===== config.mk =====
export PLATFORM = sky130hd
export DESIGN_NAME = moving_average_filter
export DESIGN_NICKNAME = d
export VERILOG_FILES = /design/src/rtl/moving_average_filter.sv
export SDC_FILE = /design/constraint.sdc
export NUM_CORES = 1
export LEC_CHECK = 0
export ABC_AREA = 1
export BUFFER_PORTS_ARGS = -buffer_cell sky130_fd_sc_hd__buf_2
export CORE_UTILIZATION = 25
export CTS_CLUSTER_SIZE = 20
export DETAILED_ROUTE_END_ITERATION = 12
export GPL_ROUTABILITY_DRIVEN = 0
export PLACE_DENSITY_LB_ADDON = 0.1
export SLEW_MARGIN = 20
export SYNTH_ARGS = -nofsm -noshare
export SYNTH_HDL_FRONTEND = slang
export SYNTH_SLANG_ARGS = --single-unit

===== constraint.sdc =====
create_clock -name CLOCK_50 -period 7.5 [get_ports CLOCK_50]
set_input_delay 1.5 -clock CLOCK_50 [delete_from_list [all_inputs] [get_ports CLOCK_50]]
set_output_delay 1.5 -clock CLOCK_50 [all_outputs]
set_load 0.1 [all_outputs]

===== src/rtl/moving_average_filter.sv =====
// Stereo running-sum moving-average filter with a per-channel circular buffer.
// Supports valid/ready handshakes, bypass, buffer flush and a primed flag.
//  state | meaning
//  FLUSH | zero one buffer entry per cycle; sums/ptr/fill held at zero
//  IDLE  | in_ready=1, accept a pair or start a flush on clear
//  ACC   | update running sums and buffer, load outputs
//  OUT   | out_valid=1, hold outputs until out_ready
module moving_average_filter #(
   parameter int DATA_W    = 24,
   parameter int LOG2_TAPS = 3
) (
   input  logic                     CLOCK_50,
   input  logic                     reset_n,
   input  logic                     bypass,
   input  logic                     clear,
   input  logic                     in_valid,
   output logic                     in_ready,
   input  logic signed [DATA_W-1:0] in_left,
   input  logic signed [DATA_W-1:0] in_right,
   output logic                     out_valid,
   input  logic                     out_ready,
   output logic signed [DATA_W-1:0] out_left,
   output logic signed [DATA_W-1:0] out_right,
   output logic                     primed
);

   localparam int TAPS  = 1 << LOG2_TAPS;
   localparam int SUM_W = DATA_W + LOG2_TAPS;
   localparam logic [LOG2_TAPS:0]   FILL_MAX = (LOG2_TAPS + 1)'(TAPS);
   localparam logic [LOG2_TAPS-1:0] LAST_IDX = LOG2_TAPS'(TAPS - 1);

   localparam logic [1:0] FLUSH = 2'd0;
   localparam logic [1:0] IDLE  = 2'd1;
   localparam logic [1:0] ACC   = 2'd2;
   localparam logic [1:0] OUT   = 2'd3;

   logic [1:0]                state;
   logic [LOG2_TAPS-1:0]      flush_idx;
   logic [LOG2_TAPS-1:0]      ptr;
   logic [LOG2_TAPS:0]        fill;
   logic                      byp_q;
   logic                      pend_clear;
   logic signed [DATA_W-1:0]  new_l, new_r, old_l, old_r;
   logic signed [SUM_W-1:0]   sum_l, sum_r;
   logic signed [SUM_W-1:0]   ext_new_l, ext_new_r, ext_old_l, ext_old_r;
   logic signed [SUM_W-1:0]   next_sum_l, next_sum_r, avg_l, avg_r;
   logic signed [DATA_W-1:0]  buf_l [TAPS];
   logic signed [DATA_W-1:0]  buf_r [TAPS];

   assign in_ready  = (state == IDLE);
   assign out_valid = (state == OUT);
   assign primed    = (fill == FILL_MAX);

   // Sum is LOG2_TAPS bits wider than a sample, so it cannot overflow.
   always_comb begin
      ext_new_l  = {{LOG2_TAPS{new_l[DATA_W-1]}}, new_l};
      ext_new_r  = {{LOG2_TAPS{new_r[DATA_W-1]}}, new_r};
      ext_old_l  = {{LOG2_TAPS{old_l[DATA_W-1]}}, old_l};
      ext_old_r  = {{LOG2_TAPS{old_r[DATA_W-1]}}, old_r};
      next_sum_l = sum_l + ext_new_l - ext_old_l;
      next_sum_r = sum_r + ext_new_r - ext_old_r;
      avg_l      = next_sum_l >>> LOG2_TAPS;
      avg_r      = next_sum_r >>> LOG2_TAPS;
   end

   always_ff @(posedge CLOCK_50) begin
      if (state == FLUSH) begin
         buf_l[flush_idx] <= '0;
         buf_r[flush_idx] <= '0;
      end else if (state == ACC) begin
         buf_l[ptr] <= new_l;
         buf_r[ptr] <= new_r;
      end
   end

   always_ff @(posedge CLOCK_50) begin
      if (!reset_n) begin
         state      <= FLUSH;
         flush_idx  <= '0;
         ptr        <= '0;
         sum_l      <= '0;
         sum_r      <= '0;
         fill       <= '0;
         out_left   <= '0;
         out_right  <= '0;
         pend_clear <= 1'b0;
         byp_q      <= 1'b0;
         new_l      <= '0;
         new_r      <= '0;
         old_l      <= '0;
         old_r      <= '0;
      end else begin
         case (state)
            FLUSH: begin
               sum_l      <= '0;
               sum_r      <= '0;
               ptr        <= '0;
               fill       <= '0;
               pend_clear <= 1'b0;
               if (flush_idx == LAST_IDX) begin
                  flush_idx <= '0;
                  state     <= IDLE;
               end else begin
                  flush_idx <= flush_idx + LOG2_TAPS'(1);
               end
            end
            IDLE: begin
               // Zero fill on entry so primed drops in the first flush cycle.
               if (clear) begin
                  state     <= FLUSH;
                  flush_idx <= '0;
                  sum_l     <= '0;
                  sum_r     <= '0;
                  ptr       <= '0;
                  fill      <= '0;
               end else if (in_valid) begin
                  new_l <= in_left;
                  new_r <= in_right;
                  old_l <= buf_l[ptr];
                  old_r <= buf_r[ptr];
                  byp_q <= bypass;
                  state <= ACC;
               end
            end
            ACC: begin
               sum_l <= next_sum_l;
               sum_r <= next_sum_r;
               ptr   <= ptr + LOG2_TAPS'(1);
               if (fill != FILL_MAX) fill <= fill + (LOG2_TAPS + 1)'(1);
               if (byp_q) begin
                  out_left  <= new_l;
                  out_right <= new_r;
               end else begin
                  out_left  <= avg_l[DATA_W-1:0];
                  out_right <= avg_r[DATA_W-1:0];
               end
               if (clear) pend_clear <= 1'b1;
               state <= OUT;
            end
            OUT: begin
               if (out_ready) begin
                  pend_clear <= 1'b0;
                  if (pend_clear || clear) begin
                     state     <= FLUSH;
                     flush_idx <= '0;
                     sum_l     <= '0;
                     sum_r     <= '0;
                     ptr       <= '0;
                     fill      <= '0;
                  end else begin
                     state <= IDLE;
                  end
               end else if (clear) begin
                  pend_clear <= 1'b1;
               end
            end
            default: state <= FLUSH;
         endcase
      end
   end

endmodule


Word-level counts from Yosys, hierarchy flattened
Memory sizes are Yosys's and may differ from the RTL's. A register that Yosys moved wholly into a read port is not among the register bits. Cells that the tools add are included.

Logic and storage cells: 85. Memories: 2. Register bits: 164. Input port bits: 54. Output and inout port bits: 51. RAM bits: 384.

Memory list: buf_l (words 8, bits a word 24, read ports 1, clocked after memory_dff 1, wr ports 1, RTL line 47) `logic signed [DATA_W-1:0] buf_l [TAPS];`; buf_r (words 8, bits a word 24, read ports 1, clocked after memory_dff 1, wr ports 1, RTL line 48) `logic signed [DATA_W-1:0] buf_r [TAPS];`.

Add/subtract/negate cells: 7. Equality and inequality tests: 12. Bitwise gates (word level): 1. Reduce and logical (&&, ||, !) cells: 13. Multiplexer cells: 38.

Operator list (number): 27-bit one-hot mux with 4 select lines (2); 24-bit two-way mux (4); 27-bit two-way mux (3); 27-bit by 24-bit adder with 27-bit output (2); 27-bit by 24-bit subtractor with 27-bit output (2); 24-bit OR reduction (2); 3-bit two-way mux (6); 4-bit two-way mux (4); 4-bit one-hot mux with 4 select lines (1); 3-bit one-hot mux with 4 select lines (1); 1-bit two-way mux (10); 3-bit one-hot mux with 3 select lines (1); 3-bit AND reduction (3); 2-bit two-way mux (4); 2-bit by 1-bit inequality test with 1-bit output (second input constant) (4); 2-bit one-hot mux with 4 select lines (1); 4-bit AND reduction (2); 3-bit by 1-bit adder with 3-bit output (second input constant) (2); 3-bit nonzero test (2); 4-bit by 1-bit adder with 4-bit output (second input constant) (1); 2-bit == test (second input constant) (2); 4-bit == test (second input constant) (1); 4-bit inequality test (second input constant) (1); 3-bit == test (second input constant) (1); 8 further kinds (9).

Logic depth before layout (Yosys ltp)
Gate-level depths: netlist (run 1).

Depth in word-level cells: 6. Mapped depth: 17. Gate-level depth less buffers: 17.

Worst setup path after synthesis (run 1)
OpenSTA, ideal clock, no wires.

Path kind: flip-flop to flip-flop. Start point: reg ptr[0]. End point: mem buf_l[0][0] (enable). Path buffers: 3. Arrival time: 3312 ps. Data required time: 7046 ps. Library setup time: 454 ps. Cell stages (with the launch flop): 8. Path slack: 3734 ps. Clock period less this slack: 3766 ps. Path through: dfxtp_1 buf_2 buf_4 buf_4 nor2_1 a21oi_1 or2_2 nor2_1.

Longest elaborated chain between the ends: 1.

Ends and longest elaborated chain: from (decl) (RTL line 39) `logic [LOG2_TAPS-1:0] ptr;`; from (signal assigned) (RTL line 128) `ptr <= ptr + LOG2_TAPS'(1);`; 3-bit two-way mux (no line); to (decl) (RTL line 47).

Every way passes these cells.

==> results of run 1 <==
-- metal layers --
| metal | global-route usage [%] | wire [µm] | vias up | share of wire (%) |
|---|---|---|---|---|
| met5 | 0 | 0 | - | 0 |
| met4 | 3.48 | 1410 | 0 | 1.6 |
| met3 | 2.13 | 3190 | 96 | 3.6 |
| met2 | 22.6 | 37800 | 322 | 43 |
| met1 | 22.4 | 45100 | 10048 | 52 |
| li1 | - | - | 10331 | - |
-- power breakdown --
part	internal [µW]	total, µW	leakage (µW)	switching (µW)
logic	143	532	0.00672	389
registers	3620	3650	0.00497	30.4
clock network	1960	3340	0.00109	1380
total	5720	7520	0.0128	1800
-- critical path, stage by stage (launching register included) --
cell     delay [ns]
dfxtp_1        0.45
inv_2          0.10
nor2_4         0.14
buf_4          0.67
or2_2          0.22
o21ai_1        0.10
inv_1          0.12
nand2_1        0.13
nor2_4         0.50
buf_4          0.65
-- synth_stat cells, types with 5 or more instances --
master    number
inv_1        506
nor2_1       120
fa_1          52
nand3_1       86
o211ai_1      49
or2_1          6
buf_6          5
nand2_1      571
o21ai_0      287
inv_2         10
nor3_1         5
o21ai_1       20
nand4_1       13
nor2_4         5
ha_1          61
mux2i_1       96
edfxtp_1     384
clkbuf_1      75
xor2_1        17
nor2_2         5
dfxtp_1      212
nand3_2        5
or2_2          9
buf_1         12
buf_4         13
nand2_2        9
a21oi_1      382
buf_2         37
xnor2_1       13
-- worst max path at each step --
| stage | from | end | slack, ns | cells after the start |
|---|---|---|---|---|
| after floorplan | ptr[0] | buf_l[0][0] | 3.73 | 7 |
| after global placement | clear | fill[2] | 3.68 | 10 |
| after detailed placement | clear | fill[2] | 3.68 | 10 |
| after CTS | register | buf_r[6][6] | 3.82 | 9 |
| after global routing | register | buf_r[6][22] | 3.68 | 9 |
| final | register | buf_r[6][22] | 3.97 | 9 |
-- sequential cells by signal, indices dropped and copies added (netlist names), 4 cells and up, named ones only --
signal     flops
buf_l        192
buf_r        192
fill           4
new_l         24
new_r         24
old_l         24
old_r         24
out_left      24
out_right     24
sum_l         27
sum_r         27
-- stage by stage --
stage | setup WS, ns | std cells | cell area (µm²) | total power [µW]
after floorplan | 3.73 | 3087 | 28800 | 4040
after global placement | 3.68 | 4588 | 30800 | 4260
after detailed placement | 3.68 | 4588 | 30800 | 4260
after CTS | 3.82 | 4716 | 33100 | 7650
after global routing | 3.68 | 4716 | 33100 | 7830
final | 3.97 | 4717 | 33100 | 7520
-- cell type report --
cell class	instances	share of cell area [%]
diodes	1	0.00757
multi-input cells	1831	31.7
clock buffers	100	6.02
inverters	517	5.89
flip-flops and latches	596	47.7
clock inverters	28	0.719
well taps	1512	5.72
repair buffers	132	2.22
-- cells in the final DEF, fill, tap and decap left out, types with 29 or more instances in the layout --
cell type	instances
a21oi_1	382
buf_2	103
buf_4	29
clkbuf_16	73
dfxtp_1	208
edfxtp_1	384
fa_1	52
ha_1	61
inv_1	506
mux2i_1	96
nand2_1	571
nand3_1	86
nor2_1	112
o211ai_1	49
o21ai_0	287
-- kinds of logic after synthesis --
family	after synthesis	share of synthesized area, %
fa+ha+maj	113	6.26
simple gates	842	12.1
mux	96	3.34
flops	596	54.8
xor+xnor	30	0.912
compound gates	750	13.6
buf+inv	660	9.07
==> out/results.ini, run 1 <==
[run_status]
outcome=finished, final reports clean

[synth]
syn_area_um2=28800
synth_edf_count=384
avgSynthCellArea_um2=9.33
yosysTopAreaCell=edfxtp_1
synth-async-reset-ratio_pct=0
synth_top_flop_cell=edfxtp_1
syn-num-nets=3254
netlist_top_cells_area=edfxtp_1 40%, dfxtp_1 15%, nand2_1 7.4%
ys_seq_elements=596
yosysWarnings=0
ys_seq_area_share_pct=54.8
yosys.area.top_type_share_pct=40.0
synthCells=3087
yosysUniqueCellTypes=41

[critical_path]
worst_setup_path_start_kind=register
reg2reg_to=buf_r[6][22]
rrSetupSlack_ns=3.97
reg2reg_depth=9
crit_path_max_fanout=58
crit_type=register to register
critPathCaptureType=register
cp.arrival_ns=3.77
required_ns=7.74

[sta]
whs_ns=0.461
fin_setup_tns_ns=0
finClkSkew_ns=0.0204
fin_crit_sh_pct=47.1
setup_viol=0
rsz0062_at_grt=false
worstMarginPinSlew_ns=1.04
drv_slew=0
relSlewSlack_pct=29.9
fmax_mhz=283
period_minus_slack_ns=3.53
hold_viol=0

[clocking]
cts_tree=done
clk-insertion-delay-late_ns=0.62
cts_sinks=596
h-tree-depth=3
cts.clk_slew.worst_paths_ns=0.06
numCtsBuffers=70
root_buffer=clkbuf_16
post_cts_resized=0
postCtsHoldBufs=0
cts_setup_buffers=0
cts_buffer_depth=3

[floorplan]
ios=105
die_h_um=341
die_w_um=341
core_um2=114000
start_util_pct=25.2
rows=124
die-area_um2=117000

[detailed_routing]
drc=0
ant_nets=0
vias=20797
wl_um=87500
wl_per_cell_um=18.5
drt_iter0_markers=959
viasPerCell=4.41
first_pass_iters=6

[final_layout]
fin_util_pct=28.9
multi_input_comb_area_um2=10500
layout-drive-gt1-share_pct=8.96
seq_area_um2=15800
fillers=12119
area_growth_pct=14.8
final_nets=3315

[global_route]
grt_first_pass_wirelength_um=132000
overflow=0
grt_max_degree=102
track_usage_pct=15.0
antenna_found_initial=1
grt_pass1_vias=20595

[power_and_ir_drop]
power_density_nw_per_um2=227
ir_worst_vdd_v=0.000135
p_leak_uw=0.0128

[placed_design]
io_buffers=104
dp_hpwl_um=57100

[min_path]
holdPathStages=2
min_from=out_left[11]
min_path_type=register to register
holdPathEnd=out_left[11]

[run]
drv_cap=0

No activity file was read; power rests on OpenSTA's default activity.
==> run 2: changes to the inputs <==
--- a/config.mk
+++ b/config.mk
@@ -5,7 +5,7 @@
 export SDC_FILE = /design/constraint.sdc
 export NUM_CORES = 1
 export LEC_CHECK = 0
-export ABC_AREA = 1
+export ABC_AREA = 0
 export BUFFER_PORTS_ARGS = -buffer_cell sky130_fd_sc_hd__buf_2
 export CORE_UTILIZATION = 25
 export CTS_CLUSTER_SIZE = 20
==> constraint.sdc (replaced) <==
create_clock -name CLOCK_50 -period 3.35 [get_ports CLOCK_50]
set_input_delay 0.67 -clock CLOCK_50 [delete_from_list [all_inputs] [get_ports CLOCK_50]]
set_output_delay 0.67 -clock CLOCK_50 [all_outputs]
set_load 0.1 [all_outputs]
==> run 2 against run 1 <==
The flow now finishes with violations (design-rule violations). Clock skew hardly changed. Fmax is 11% higher. Core utilization grew 1.6 points. Worst hold slack lost 0.16 ns. Die area decreased by 6.5%. Synthesized area shrank 6.5%. Via count is 16% lower. Largest cell class unchanged. Highest routed layer is now met5.
==> out/results.ini, run 2 <==
[sta]
fin_setup_tns_ns=0  ; unchanged
hold_viol=0  ; unchanged
finClkSkew_ns=0.0199  ; -0.000478 ns
fmax_mhz=314  ; +11%
worstMarginPinSlew_ns=0.885  ; -0.155 ns
setup_viol=0  ; unchanged
rsz0062_at_grt=true
relSlewSlack_pct=41.0  ; +11 points
whs_ns=0.299  ; -0.161 ns
fin_crit_sh_pct=95.1  ; +48 points
period_minus_slack_ns=3.19  ; -0.349 ns
drv_slew=0  ; unchanged

[clocking]
cts_tree=done
postCtsHoldBufs=0  ; unchanged
cts_sinks=596  ; unchanged
root_buffer=clkbuf_16
numCtsBuffers=72  ; +2.9%
h-tree-depth=3  ; unchanged
clk-insertion-delay-late_ns=0.61  ; about the same
cts_buffer_depth=3  ; unchanged
cts.clk_slew.worst_paths_ns=0.06  ; about the same

[critical_path]
worst_setup_path_start_kind=register
critPathMaxStageDelay_ns=0.57  ; -0.10 ns
crit_path_cell_trace=inv_1 -> fa_1 -> inv_1 -> ha_1 -> a21oi_2 -> o21ai_1 -> a32oi_1 -> inv_1 -> a211o_1 -> a41oi_2 -> xnor2_2 -> o311a_1
crit_type=register to register
cp_common_cell=inv_1
reg2reg_to=out_left[22]
crit_path_max_fanout=6  ; -90%
reg2reg_from=new_l[12]
crit_path_top_delay_cell=fa_1
reg2reg_depth=12  ; +3
rrSetupSlack_ns=0.16  ; -3.80 ns
required_ns=3.85  ; -3.89 ns
critPathCaptureType=register
cp.arrival_ns=3.68  ; -0.09 ns

[detailed_routing]
first_pass_iters=10  ; +4
viasPerCell=4.58  ; +3.8%
drc=4  ; +4
wl_per_cell_um=21.7  ; +17%
wl_um=82600  ; -5.6%
drt_iter0_markers=1062  ; +11%
ant_nets=0  ; unchanged
vias=17378  ; -16%

[synth]
avgSynthCellArea_um2=12.5  ; +34%
synthCells=2156  ; -30%
ys_seq_area_share_pct=58.6  ; +3.8 points
yosysWarnings=0  ; unchanged
synth_top_flop_cell=edfxtp_1
synth-async-reset-ratio_pct=0  ; unchanged
yosys.area.top_type_share_pct=42.8  ; +2.8 points
yosysTopAreaCell=edfxtp_1
yosysUniqueCellTypes=75  ; +83%
synth_edf_count=384  ; unchanged
ys_seq_elements=596  ; unchanged
yosys-top-cells-count=384 x edfxtp_1, 220 x inv_1, 212 x dfxtp_1
yosysMostFrequentCell=edfxtp_1
syn-num-nets=2323  ; -29%
syn_area_um2=26900  ; -6.5%
netlist_top_cells_area=edfxtp_1 43%, dfxtp_1 16%, mux4_2 8.0%

[final_layout]
multi_input_comb_area_um2=10300  ; -1.6%
fin_util_pct=30.6  ; +1.6 points
layout-drive-gt1-share_pct=22.5  ; +14 points
layout_common_cells=384 x edfxtp_1, 214 x inv_1, 201 x dfxtp_1, 187 x nor2_1, 178 x nand2_1
final_nets=2500  ; -25%
final_common_cell=edfxtp_1
seq_area_um2=15800  ; about the same
fillers=10909  ; -10%
area_growth_pct=21.3
top_regs=buf_l (192), buf_r (192)

[global_route]
antenna_found_initial=6  ; +5
track_usage_pct=15.3  ; +0.38 points
overflow=0  ; unchanged
grt_pass1_vias=18280  ; -11%
grt_first_pass_wirelength_um=123000  ; -6.9%
grt_util_met3_pct=2.77  ; +0.64 points
met1_usage_pct=22.5  ; +0.14 points
grt_max_degree=100  ; -2.0%
met2_usage_pct=23.4  ; +0.83 points
top_usage_layer=met2

[min_path]
holdPathStages=3  ; +1
min_path_type=primary input to register
min_from=in_left[10]
holdPathEnd=new_l[10]

[placed_design]
dp_hpwl_um=51100  ; -11%
io_buffers=104  ; unchanged

[floorplan]
die_w_um=330  ; -3.3%
rows=120  ; -3.2%
start_util_pct=25.2  ; about the same
die-area_um2=109000  ; -6.5%
die_h_um=330  ; -3.3%
ios=105  ; unchanged
core_um2=107000  ; -6.5%

[run_status]
violations=design-rule violations
outcome=finished with violations

[power_and_ir_drop]
p_leak_uw=0.0121  ; -5.7%
power_density_nw_per_um2=522  ; +130%
ir_worst_vdd_v=0.000300  ; +120%

[run]
drv_cap=0  ; unchanged

==> run 2: changes by cell type after synthesis, moves of 24 or more <==
cell      change
nand2_1     -392
a21o_1       +24
a211oi_1     +62
nand3_1      -69
buf_2        -28
nor2_1       +73
mux2i_1      -37
inv_1       -286
o21ai_0     -249
o211ai_1     -42
a21oi_1     -237
mux4_2       +96
==> run 2: how the worst max path moves through the flow <==
stage | startpoint | endpoint
after CTS | sum_l[0] | sum_l[26]
final | new_l[12] | out_left[22]
after global placement | new_l[1] | out_left[14]
after floorplan | ptr[1] | buf_l[6][0]
after detailed placement | new_l[1] | out_left[14]
after global routing | new_l[12] | out_left[18]
==> run 2: worst max-delay path, delay by kind of cell (launching register included) <==
kind,cells,cell delay [ns]
AOI/OAI and AO/OA,6,1.35
xor gates and xnor gates,1,0.13
adders and majority gates,2,0.94
buffers and inverters,3,0.27
DFF,1,0.36
==> run 2: cells by family (layout without fill, tap and decap cells) <==
family	count (synthesis)	after routing	share of synthesized area [%]
and+or+nand+nor	461	461	7.24
buffers and inverters	341	576	5.06
adders and majority gates	113	113	6.70
DFF	596	596	58.6
other	0	3	0
muxes	155	155	10.2
AOI/OAI and AO/OA	437	437	10.5
xor gates and xnor gates	53	53	1.72
==> run 2: through the flow <==
step	std cells	setup WS [ns]	power, µW	area [µm²]
after CTS	3789	0.00159	17300	32200
after detailed placement	3657	-0.0856	9330	29800
after floorplan	2156	-0.572	8850	27000
after global routing	3794	-0.0280	17700	32700
after global placement	3657	-0.127	9320	29800
final	3797	0.165	17000	32700
==> run 2: what timing repair did <==
item	in CTS	in global routing
setup buffers	0	6
resized for setup	3	79
pin swaps	0	27
endpoints found under the setup margin	4	40
==> run 2: layer usage <==
layer / vias up / wire length (µm)
li1: 8135 / -
met1: 8858 / 41400
met2: 289 / 36500
met3: 90 / 3430
met4: 6 / 1250
met5: - / 30
==> run 2: area by class of cell <==
cell class	instances	share of cell area [%]
diodes	3	0.0230
clock buffers	95	6.06
clock inverters	37	1.19
inverters	222	2.57
multi-input cells	1219	31.6
repair buffers	222	4.89
flip-flops and latches	596	48.3
well taps	1403	5.37
==> run 2: report_power, final <==
group / switching [µW] / internal [µW] / leakage (µW)
logic: 671 / 406 / 0.00514
registers: 60.4 / 8050 / 0.00574
clock network: 3140 / 4720 / 0.00117
